===== src/rtl/sm_trace_buf.sv =====
// Circular PC/instruction trace buffer with arm/trigger/post-trigger capture FSM.
// Optional macro SM_TRACE_NOP_FILTER_EN: drop instr == 0 samples unless they are the trigger entry.
module sm_trace_buf #(
    parameter int DEPTH_LOG = 4,
    parameter int POST_TRIG = 4
) (
    input  logic                 clk,
    input  logic                 rst_n,
    input  logic                 cpuEn,
    input  logic [31:0]          pc,
    input  logic [31:0]          instr,
    input  logic                 arm,
    input  logic [31:0]          trigPc,
    input  logic                 trigForce,
    input  logic [DEPTH_LOG-1:0] rdAddr,
    input  logic                 rdSel,
    output logic [31:0]          rdData,
    output logic [DEPTH_LOG:0]   count,
    output logic [1:0]           state
);

    localparam int DEPTH = 1 << DEPTH_LOG;
    localparam int PW    = (POST_TRIG < 1) ? 1 : $clog2(POST_TRIG + 1);
    localparam logic [DEPTH_LOG:0] FULL = (DEPTH_LOG + 1)'(DEPTH);

    typedef enum logic [1:0] {
        S_IDLE  = 2'd0,
        S_ARMED = 2'd1,
        S_POST  = 2'd2,
        S_DONE  = 2'd3
    } state_e;

    state_e                 state_q, state_d;
    logic [DEPTH_LOG-1:0]   wptr_q, wptr_d;
    logic [DEPTH_LOG:0]     count_q, count_d;
    logic [PW-1:0]          post_q, post_d;
    logic [31:0]            rddata_q, rddata_d;
    logic [63:0]            mem_q [DEPTH];

    logic                   capture;
    logic                   trig;
    logic                   store;
    logic [DEPTH_LOG-1:0]   rd_idx;
    logic                   rd_hit;
    logic [63:0]            rd_entry;

    // arm has priority: the arm-cycle sample is never captured or used as a trigger
    assign capture = cpuEn && !arm && (state_q == S_ARMED || state_q == S_POST);
    assign trig    = capture && (state_q == S_ARMED) && ((pc == trigPc) || trigForce);

`ifdef SM_TRACE_NOP_FILTER_EN
    assign store = capture && ((instr != '0) || trig);
`else
    assign store = capture;
`endif

    always_comb begin
        state_d = state_q;
        wptr_d  = wptr_q;
        count_d = count_q;
        post_d  = post_q;
        if (arm) begin
            state_d = S_ARMED;
            wptr_d  = '0;
            count_d = '0;
            post_d  = '0;
        end else begin
            if (store) begin
                wptr_d = wptr_q + DEPTH_LOG'(1);
                if (count_q != FULL) begin
                    count_d = count_q + (DEPTH_LOG + 1)'(1);
                end
            end
            unique case (state_q)
                S_ARMED: begin
                    if (trig) begin
                        if (POST_TRIG == 0) begin
                            state_d = S_DONE;
                        end else begin
                            post_d  = PW'(POST_TRIG);
                            state_d = S_POST;
                        end
                    end
                end
                S_POST: begin
                    if (store) begin
                        post_d = post_q - PW'(1);
                        if (post_q == PW'(1)) begin
                            state_d = S_DONE;
                        end
                    end
                end
                default: ;
            endcase
        end
    end

    // Oldest entry sits count positions behind the write pointer
    assign rd_idx   = wptr_q - count_q[DEPTH_LOG-1:0] + rdAddr;
    assign rd_hit   = {1'b0, rdAddr} < count_q;
    assign rd_entry = mem_q[rd_idx];

    always_comb begin
        rddata_d = '0;
        if (rd_hit) begin
            rddata_d = rdSel ? rd_entry[31:0] : rd_entry[63:32];
        end
    end

    always_ff @(posedge clk or negedge rst_n) begin
        if (!rst_n) begin
            state_q  <= S_IDLE;
            wptr_q   <= '0;
            count_q  <= '0;
            post_q   <= '0;
            rddata_q <= '0;
        end else begin
            state_q  <= state_d;
            wptr_q   <= wptr_d;
            count_q  <= count_d;
            post_q   <= post_d;
            rddata_q <= rddata_d;
        end
    end

    always_ff @(posedge clk) begin
        if (store) begin
            mem_q[wptr_q] <= {pc, instr};
        end
    end

    assign rdData = rddata_q;
    assign count  = count_q;
    assign state  = state_q;

endmodule


===== config.mk =====
export PLATFORM = sky130hd
export DESIGN_NAME = sm_trace_buf
export DESIGN_NICKNAME = d
export VERILOG_FILES = /design/src/rtl/sm_trace_buf.sv
export SDC_FILE = /design/constraint.sdc
export NUM_CORES = 1
export LEC_CHECK = 0
export ABC_CLOCK_PERIOD_IN_PS = 3560
export BUFFER_PORTS_ARGS = -buffer_cell sky130_fd_sc_hd__buf_4
export CAP_MARGIN = 20
export CORE_ASPECT_RATIO = 0.9
export CORE_MARGIN = 2
export CORE_UTILIZATION = 40
export CTS_BUF_LIST = sky130_fd_sc_hd__clkbuf_4 sky130_fd_sc_hd__clkbuf_8
export DETAILED_ROUTE_END_ITERATION = 10
export GPL_ROUTABILITY_DRIVEN = 0
export PLACE_DENSITY = 0.58
export SLEW_MARGIN = 20
export SYNTH_ARGS = -nofsm -noshare
export SYNTH_HDL_FRONTEND = slang
export SYNTH_SLANG_ARGS = --single-unit

===== constraint.sdc =====
create_clock -name clk -period 3.56 [get_ports clk]
set_input_delay 0.178 -clock clk [delete_from_list [all_inputs] [get_ports clk]]
set_output_delay 0.178 -clock clk [all_outputs]
set_load 0.01 [all_outputs]

# --- Word-level counts from Yosys, hierarchy flattened ---
# Memory sizes are Yosys's and may differ from the RTL's.
# Index checks and enable logic that the tools add are counted.
classes:
  addsub: 5
  n_lt_le_gt_ge: 1
  n_eq_ne: 8
  mux: 18
  n_reduce_logical: 13
ops:
  columns: ["cell", "n"]
  rows:
  - ["32-bit 2-to-1 mux", 2]
  - ["32-bit equality test", 1]
  - ["5-bit 2-to-1 mux", 3]
  - ["3-bit 2-to-1 mux", 3]
  - ["2-bit 2-to-1 mux", 4]
  - ["4-bit 2-to-1 mux", 2]
  - ["3-bit inequality test (second input constant)", 2]
  - ["3-bit case mux with 2 select lines", 1]
  - ["5-bit by 1-bit adder with 5-bit output (second input constant)", 1]
  - ["4-bit by 5-bit < comparator with 1-bit output", 1]
  - ["5-bit inequality test (second input constant)", 1]
  - ["4-bit by 1-bit adder with 4-bit output (second input constant)", 1]
  - ["4-bit adder", 1]
  - ["1-bit logical AND", 4]
  - ["2-bit case mux with 2 select lines", 1]
  - ["4-bit AND reduction", 1]
  - ["2-bit nonzero test", 2]
  - ["4-bit subtractor", 1]
  - ["3-bit by 1-bit equality test with 1-bit output (second input constant)", 1]
  - ["3-bit by 2-bit inequality test with 1-bit output (second input constant)", 1]
  - ["3-bit AND reduction", 1]
  - ["3-bit nonzero test", 1]
  - ["3-bit by 1-bit subtractor with 3-bit output (second input constant)", 1]
  - ["2-bit by 1-bit equality test with 1-bit output (second input constant)", 1]
  - ["5 further kinds", 7]
totals:
  register_bits: 46
  ramBits: 1024
  inputBits: 106
  output_inout_bits: 39
  elab_cells: 51
  n_memories: 1
memory_table:
  columns: ["name", "depth", "width", "read_ports", "rd_ports_with_merged_regs", "write_ports", "line_no", "text"]
  rows:
  - ["mem_q", 16, 64, 1, 0, 1, "38", "logic [63:0] mem_q [DEPTH];"]

# --- Depth between registers and ports, before layout ---
# Gate-level depths: netlist of the first run.
logic_depth:
  depth_word: 8
  ltp_mapped: 12
  depth_no_buf: 10

# --- Worst setup path before layout of the first run ---
# No wires, ideal clock.
synth_path:
  path_kind: "flip-flop to flip-flop"
  startpoint: "register state_q[0] (netlist: state[0])"
  endpoint: "memory mem_q[10][0] (enable)"
  setup_ps: 429
  arrival_time_ps: 2857
  required_ps: 3131
  path_slack_ps: 274
  stages_incl_launch_ff: 7
  path_buffers: 0
  synth_period_minus_slack_ps: 3286
  path_cell_list: "dfrtp_1 > inv_1 > ha_1 > nand2b_1 > nor2_1 > and3_1 > and2_1"
synth_between:
  elab_chain_cells: 5
  word_cells_on_any_way: 6
  classes_between: "eq/ne (2); mux (2); reduce/logical (2)"
synth_lines:
  columns: ["element", "line_no", "text"]
  rows:
  - ["from (decl)", "33", "state_e state_q, state_d;"]
  - ["from (signal assigned)", "118", "state_q <= state_d;"]
  - ["2-bit by 1-bit equality test with 1-bit output or 2-bit equality test (tied branches)", "48", "assign capture = cpuEn && !arm && (state_q == S_ARMED || state_q == S_POST);"]
  - ["1-bit logical OR (*)", "48", null]
  - ["1-bit logical AND (*)", "48", null]
  - ["1-bit 2-to-1 mux (*)", "127", "if (store) begin"]
  - ["1-bit 2-to-1 mux (not written as such) (*)", "128", "mem_q[wptr_q] <= {pc, instr};"]
  - ["to (decl)", "38", null]
# Every way passes the cells marked *; elsewhere a longest branch is shown, timed or not.

# --- Final worst setup path of the first run ---
layout_path:
  startpoint: "register wptr_q[0]"
  endpoint: "register rddata_q[13] (netlist: rdData[13])"
layout_between:
  elab_chain_cells: 5
layout_lines:
  columns: ["element", "line_no", "text"]
  rows:
  - ["from (decl)", "34", "logic [DEPTH_LOG-1:0] wptr_q, wptr_d;"]
  - ["from (signal assigned)", "119", "wptr_q <= wptr_d;"]
  - ["4-bit subtractor", "99", "assign rd_idx = wptr_q - count_q[DEPTH_LOG-1:0] + rdAddr;"]
  - ["4-bit adder", "99", null]
  - ["memory 16 x 64 bit", null, null]
  - ["32-bit 2-to-1 mux", "106", "rddata_d = rdSel ? rd_entry[31:0] : rd_entry[63:32];"]
  - ["32-bit 2-to-1 mux", "105", "if (rd_hit) begin"]
  - ["named net rddata_d[13]", "37", "logic [31:0] rddata_q, rddata_d;"]
  - ["to (signal assigned)", "122", "rddata_q <= rddata_d;"]
  - ["to (decl)", "37", null]
# The timed path passes the listed nets, and every way through them passes these cells.
# A chain may end at the register's enable or synchronous reset.

==> metrics, run 1 <==
Tightest Hold Check Type in2reg; Fmax 293.7 MHz; setup slack, reg-to-reg 160 ps; unrepaired setup endpoints after global routing no; Crit path arrival time 4110 ps; initial detailed-routing violation count 2037; # setup viols final 0; origin of the critical flop-to-flop path wptr_q[0]$_DFFE_PN0P_; Crit Reg-Reg Endpoint rdData[13]$_DFF_PN0_; PortBufs 144; Total Routing Usage GR 0.2004; Area Overhead vs Synth 19.70%; crit path max fanout 29; Post-Syn Area 0.04132 sq mm; P_leak 16.53 nW; Min-Delay Path Depth 7; period utilization 0.9564; Seq cells post-synth 1070; Root Buffer clkbuf_8; layout cells sized above 1 0.3313; total CTS buffers 171; Via density 5.471; H-tree levels 4; Period minus WS final 3405 ps; max_cap viols 0; clk buf depth 3; reg2reg path depth 11; Site Rows 111; final core occ 0.4845; Worst VDD drop 0.5102 mV; initial core utilization 0.4048; skew final 40.30 ps; global route overflow 0; Nets 2435; fill count 8353; pwr dens 719.0 mW/mm^2; Clock Pin Slew Worst Setup and Hold Paths 60 ps; vias in the first global route 21710; Synth Instances 1913; synthesized area per cell 21.60 sq um; min-delay src trigPc[0]; core area 0.1021 sq mm; WL per Instance 27.41 um; die height 308.9 um; worst-skew pair later-pin latency 840 ps; final WL 104500 um; Worst EP required 4270 ps; worst path cell trace inv_1 -> ha_1 -> inv_1 -> ha_4 -> fa_4 -> buf_16 -> buf_12 -> mux4_2 -> mux2i_1 -> a22oi_1 -> and4b_1; first-pass GRT wire length 151700 um; delay of the slowest critical-path stage 940 ps; syn nets 2039; CTS sink count 1070; sequential-to-total area share from yosys stat 0.7720; Routed Antenna Nets 0; drc violations 0; initial antenna violation count 13; Hold EP state[0]$_DFFE_PN0P_; vias after detailed routing 20860; critical path class reg2reg; Slew Limit Fails 0; crit path max-delay cell type fa_4; status complete, no violations; CP Capture Type flip-flop; DP HPWL 58390 um; DR pass1 iterations 5; Crit path top cell by count inv_1; top-level port count 145; distinct cell type count after synthesis 38; pin count of the biggest net entering global routing 65; Yosys warnings 0; CTS tree built; final hold vios 0; die outline area 0.1059 sq mm; die width 342.8 um; setup TNS 0 ps; startpoint class of the critical path flip-flop; Slew @ Worst Pin 806.3 ps; Worst slew margin 0.4613
[logic make-up after synthesis]
logic type                 Yosys count  share of synthesized area
DFF                               1070                     0.7720
muxes                              320                     0.1550
and+or+nand+nor                    290                    0.03588
buffers and inverters              117                    0.01217
AOI/OAI and AO/OA                   52                   0.008963
xor gates and xnor gates            44                   0.009326
adders and majority gates           20                   0.006601
[state kept, by name (all words and copies together) (netlist names)]
name / count
mem_q: 1024
rdData: 32
count: 5
wptr_q: 4
post_q: 3
state: 2
[through the flow]
step | std cells | power [W] | area (sq um) | hold slack (ps) | worst slack (ps)
3_3_place_gp | 3417 | 0.02508 | 45170 | 438.8 | 177.5
5_1_grt | 3810 | 0.03719 | 49450 | 127.8 | 17.59
2_1_floorplan | 1913 | 0.02141 | 41320 | -117.6 | 274.2
3_5_place_dp | 3417 | 0.02516 | 45170 | 448.9 | 142.3
4_1_cts | 3804 | 0.03588 | 49380 | 3.386 | 107.3
6_report | 3813 | 0.03556 | 49460 | 82.55 | 155.0
[worst max-delay path: cells and delay by family, from the launching register on]
family / cells / cell delay, ps
buffers and inverters: 4 / 610
muxes: 2 / 490
adders and majority gates: 3 / 1390
AOI/OAI and AO/OA: 1 / 110
and+or+nand+nor: 1 / 210
DFF: 1 / 400
[power breakdown]
group / internal [W] / switching, W
Sequential: 0.0141 / 0.000181
Combinational: 0.00530 / 0.00533
Clock: 0.00576 / 0.00487
[layer usage]
| layer | vias up | global-route usage | part of all wire |
|---|---|---|---|
| met2 | 735 | 0.3235 | 0.49 |
| met5 | - | 0 | 0.0011 |
| met4 | 18 | 0.05620 | 0.019 |
| li1 | 8748 | - | - |
| met1 | 11190 | 0.2793 | 0.43 |
| met3 | 167 | 0.03859 | 0.063 |
[placed cells by master (no fill, tap or decap), types with 4 or more instances in the layout]
master,n
buf_12,47
and4b_1,31
nand2_1,133
edfxtp_1,1024
and3_1,4
nor4_1,4
clkbuf_4,65
nor2_1,13
nand4_1,12
and2_4,16
a21oi_1,6
ha_1,16
a22oi_1,31
diode_2,6
inv_6,4
dfrtp_1,45
nand3_1,65
xnor2_1,38
xor2_1,4
inv_8,4
inv_1,20
buf_4,195
clkbuf_8,186
dlygate4sd3_1,73
o21ai_0,4
mux4_2,256
mux2i_1,64
clkinv_1,33
clkinv_2,15
[synth_stat cells]
| master | number | area share |
|---|---|---|
| a21boi_0 | 1 | 0.00018 |
| a21o_1 | 3 | 0.00055 |
| a21oi_1 | 6 | 0.00073 |
| a221oi_1 | 1 | 0.00021 |
| a22o_1 | 1 | 0.00021 |
| a22oi_1 | 31 | 0.0056 |
| a311oi_1 | 1 | 0.00021 |
| a31oi_1 | 1 | 0.00015 |
| a32o_1 | 1 | 0.00024 |
| and2_1 | 18 | 0.0027 |
| and3_1 | 4 | 0.00061 |
| and4b_1 | 31 | 0.0075 |
| buf_2 | 30 | 0.0036 |
| buf_4 | 7 | 0.0013 |
| clkbuf_1 | 60 | 0.0055 |
| dfrtp_1 | 46 | 0.028 |
| edfxtp_1 | 1024 | 0.74 |
| fa_1 | 3 | 0.0015 |
| ha_1 | 17 | 0.0051 |
| inv_1 | 20 | 0.0018 |
| mux2i_1 | 64 | 0.016 |
| mux4_2 | 256 | 0.14 |
| nand2_1 | 133 | 0.012 |
| nand2b_1 | 2 | 0.00030 |
| nand3_1 | 65 | 0.0079 |
| nand4_1 | 12 | 0.0018 |
| nor2_1 | 16 | 0.0015 |
| nor2b_1 | 1 | 0.00015 |
| nor4_1 | 4 | 0.00061 |
| nor4b_1 | 1 | 0.00021 |
| o21ai_0 | 4 | 0.00048 |
| o22ai_1 | 1 | 0.00015 |
| o32ai_1 | 1 | 0.00021 |
| or2_2 | 1 | 0.00015 |
| or3_1 | 1 | 0.00015 |
| or4b_1 | 1 | 0.00024 |
| xnor2_1 | 39 | 0.0083 |
| xor2_1 | 5 | 0.0011 |
[final cells by class]
cell class | instances | area (sq um) | area share
inverters | 20 | 75.07 | 0.001518
diodes | 6 | 15.01 | 0.0003036
multi-input cells | 726 | 9029 | 0.1825
flip-flops and latches | 1070 | 31900 | 0.6450
repair buffers | 320 | 3254 | 0.06580
clock inverters | 64 | 441.7 | 0.008930
clock buffers | 251 | 3048 | 0.06162
well taps | 1356 | 1697 | 0.03430
[what timing repair did]
item | CTS | global route
hold buffers | 72 | 1
setup buffers | 0 | 1
resized for setup | 0 | 4
endpoints found under the hold margin | 1100 | 12
endpoints found under the setup margin | 0 | 9
[worst max path at each step]
| stage | start | to | slack, ps | cells after the start |
|---|---|---|---|---|
| floorplan | state[0]$_DFFE_PN0P_ | mem_q[10][0]$_DFFE_PP_ | 270 | 6 |
| global placement | wptr_q[0]$_DFFE_PN0P_ | rdData[27]$_DFF_PN0_ | 180 | 11 |
| detailed placement | wptr_q[0]$_DFFE_PN0P_ | rdData[20]$_DFF_PN0_ | 140 | 11 |
| CTS | wptr_q[0]$_DFFE_PN0P_ | rdData[19]$_DFF_PN0_ | 110 | 11 |
| global route | wptr_q[1]$_DFFE_PN0P_ | rdData[2]$_DFF_PN0_ | 20 | 10 |
| finish | wptr_q[0]$_DFFE_PN0P_ | rdData[13]$_DFF_PN0_ | 160 | 11 |
(Power assumes the default switching activity.)
==> run 2: changes to the inputs <==
- MAX_ROUTING_LAYER: default -> met4
- REMOVE_ABC_BUFFERS: default -> 1
- SETUP_SLACK_MARGIN: default -> 0.3
==> run 2 against run 1 <==
Clock power about the same. Sequential power about the same. Via count grew 0.92%. Fmax up 3.9%. Sequential share of layout area shrank 0.78 points. Hold slack improved by 32 ps. Clock skew decreased by 0.85 ps. Non-clock buffer count is 35 higher. Flip-flop and latch count unchanged. Combinational power grew 10%. Total power rose by 2.6%. Die area stayed put. Critical endpoint is now rdData[4]$_DFF_PN0_. Largest cell class unchanged.
==> metrics, run 2 (same netlist as run 1, synthesis figures left out) <==
status complete, no violations (unchanged); initial antenna violation count 8 (was 13); Root Buffer clkbuf_8 (unchanged); WL per Instance 27.81 um (was 27.41 um); Final Instance Count excl. Fillers 3847 (was 3813); CP Capture Type flip-flop (unchanged); final WL 107000 um (was 104500 um); die height 308.9 um (unchanged); P_int 0.02579 W (was 0.02518 W); Post-DP Area 0.04530 sq mm (was 0.04517 sq mm); top-level port count 145 (unchanged); final hold vios 0 (unchanged); total CTS buffers 171 (unchanged); Slew @ Worst Pin 874.7 ps (was 806.3 ps); H-tree levels 4 (unchanged); met2 Use GR 0.3143 (was 0.3235); layout cells sized above 1 0.3465 (was 0.3313); startpoint class of the critical path flip-flop (unchanged); Cell Count Post-Placement 3427 (was 3417); clk buf depth 3 (unchanged); final core occ 0.4905 (was 0.4845); initial detailed-routing violation count 2172 (was 2037); Reg with most FFs mem_q (unchanged); setup slack, reg-to-reg 280 ps (was 160 ps); Worst VDD drop 0.4297 mV (was 0.5102 mV); Via density 5.472 (was 5.471); Fmax 305.2 MHz (was 293.7 MHz); most common cell after layout, fill and taps aside edfxtp_1 (unchanged); Post-Place Setup Slack 166.3 ps (was 142.3 ps); Total Routing Usage GR 0.2076 (was 0.2004); Site Rows 111 (unchanged); Crit path arrival time 3970 ps (was 4110 ps); Period minus WS final 3277 ps (was 3405 ps); pin count of the biggest net entering global routing 65 (unchanged); P_leak 16.79 nW (was 16.53 nW); crit path max-delay cell type fa_4 (unchanged); fill count 8337 (was 8353); critical path class reg2reg (unchanged); unrepaired setup endpoints after global routing yes (was no); worst path cell trace inv_2 -> ha_1 -> inv_1 -> ha_4 -> fa_4 -> buf_12 -> buf_16 -> buf_16 -> mux4_2 -> mux2i_1 -> a22oi_1 -> and4b_1 (was inv_1 -> ha_1 -> inv_1 -> ha_4 -> fa_4 -> buf_16 -> buf_12 -> mux4_2 -> mux2i_1 -> a22oi_1 -> and4b_1); die width 342.8 um (unchanged); combinational power share 0.320 (was 0.299); commonest non-fill, non-tap cells in the layout edfxtp_1, mux4_2, buf_4, clkbuf_8, nand2_1 (unchanged); vias after detailed routing 21050 (was 20860); core area 0.1021 sq mm (unchanged); Tightest Hold Check Type in2reg (unchanged); global routing usage on met3 0.04529 (was 0.03859); PortBufs 144 (unchanged); max_cap viols 0 (unchanged); drc violations 0 (unchanged); CTS tree built (unchanged); Area Overhead vs Synth 21.17% (was 19.70%); Slew Limit Fails 0 (unchanged); skew final 39.45 ps (was 40.30 ps); delay of the slowest critical-path stage 950 ps (was 940 ps); global route overflow 0 (unchanged); final worst slack 283.0 ps (was 155.0 ps); DR pass1 iterations 5 (unchanged); CTS sink count 1070 (unchanged); Nets 2470 (was 2435); Clock Pin Slew Worst Setup and Hold Paths 60 ps (about the same); Worst slew margin 0.4115 (was 0.4613); Worst Path Buf+Inv 5 (was 4); worst-skew pair later-pin latency 830 ps (was 840 ps); P_sw 0.01071 W (was 0.01038 W); crit path max fanout 8 (was 29); Net Sw Frac 0.2935 (was 0.2919); grt peak-use layer met2 (unchanged); period utilization 0.9205 (was 0.9564); Worst EP required 4250 ps (was 4270 ps); vias in the first global route 21760 (was 21710); Sequential Power Share 0.392 (was 0.402); Crit path top cell by count buf_16 (was inv_1); first-pass GRT wire length 151600 um (was 151700 um); # setup viols final 0 (unchanged); Routed Antenna Nets 0 (unchanged); pwr dens 729.0 mW/mm^2 (was 719.0 mW/mm^2); setup TNS 0 ps (unchanged); delay-heaviest family, CP adder cells (unchanged); DP HPWL 57630 um (was 58390 um); initial core utilization 0.4048 (unchanged); Largest register FFs 1024 (unchanged); final instance area 0.05007 sq mm (was 0.04946 sq mm); die outline area 0.1059 sq mm (unchanged); met1 usage 0.2848 (was 0.2793); Clk pwr share 0.288 (was 0.299)
==> run 2: changes by cell type in the layout (fill, tap and decap cells not counted), moves of 4 or more <==
cell and change:
buf_8 +4, buf_4 +12, clkbuf_8 -4, buf_16 +7, clkinvlp_4 +5, clkbuf_4 +7
buf_12 +8, clkinv_1 -5, clkbuf_16 +4
==> run 2: path summary, 6_finish.rpt <==
check / startpoint / endpoint / depth (start not counted)
worst max-delay path: wptr_q[0]$_DFFE_PN0P_ / rdData[4]$_DFF_PN0_ / 12
worst min-delay path: trigPc[23] / state[0]$_DFFE_PN0P_ / 7
worst max register to register: wptr_q[0]$_DFFE_PN0P_ / rdData[4]$_DFF_PN0_ / 12
worst min register to register: post_q[1]$_DFFE_PN0P_ / post_q[1]$_DFFE_PN0P_ / 2
max in group asynchronous: rst_n / rdData[3]$_DFF_PN0_ / 4
min in group asynchronous: rst_n / rdData[30]$_DFF_PN0_ / 3
==> run 2: layout make-up <==
cell class / instances / area (sq um) / area share
flip-flops and latches: 1070 / 31900 / 0.6371
multi-input cells: 726 / 9082 / 0.1814
repair buffers: 355 / 3861 / 0.07712
clock buffers: 254 / 3045 / 0.06082
well taps: 1356 / 1697 / 0.03388
clock inverters: 57 / 385.4 / 0.007697
inverters: 20 / 75.07 / 0.001499
diodes: 9 / 22.52 / 0.0004498
==> run 2: what timing repair did <==
item / CTS / global route
pin swaps: 4 / 10
hold buffers: 71 / 0
endpoints found under the hold margin: 1087 / 0
endpoints found under the setup margin: 28 / 32
cloned: 5 / 5
setup buffers: 10 / 9
resized for setup: 16 / 25
==> run 2: routing by layer <==
layer  vias to the layer above  wire (um)
met4                         0       2075
met2                       759      50920
met1                     11310      46680
li1                       8836          -
met5                         -          0
met3                       152       7293
==> run 2: metrics by stage <==
stage | hold slack (ps) | total power, W
final | 114.7 | 0.03650
after global routing | 148.0 | 0.03795
after CTS | 19.77 | 0.03631
after detailed placement | 332.7 | 0.02506
after global placement | 326.8 | 0.02498
after floorplan | -117.6 | 0.01940
==> run 2: power groups by stage <==
stage	sequential (W)	combinational (W)	clock (W)
floorplan	0.0145	0.00490	0
global placement	0.0146	0.0104	0
detailed placement	0.0146	0.0105	0
CTS	0.0143	0.0112	0.0107
global route	0.0143	0.0124	0.0112
finish	0.0143	0.0117	0.0105
==> run 2: worst reg2reg max path: stages (launching register included) <==
cell and delay (ps):
dfrtp_2 400, inv_2 60, ha_1 270, inv_1 60, ha_4 170, fa_4 950, buf_12 150, buf_16 150
buf_16 150, mux4_2 300, mux2i_1 180, a22oi_1 90, and4b_1 210
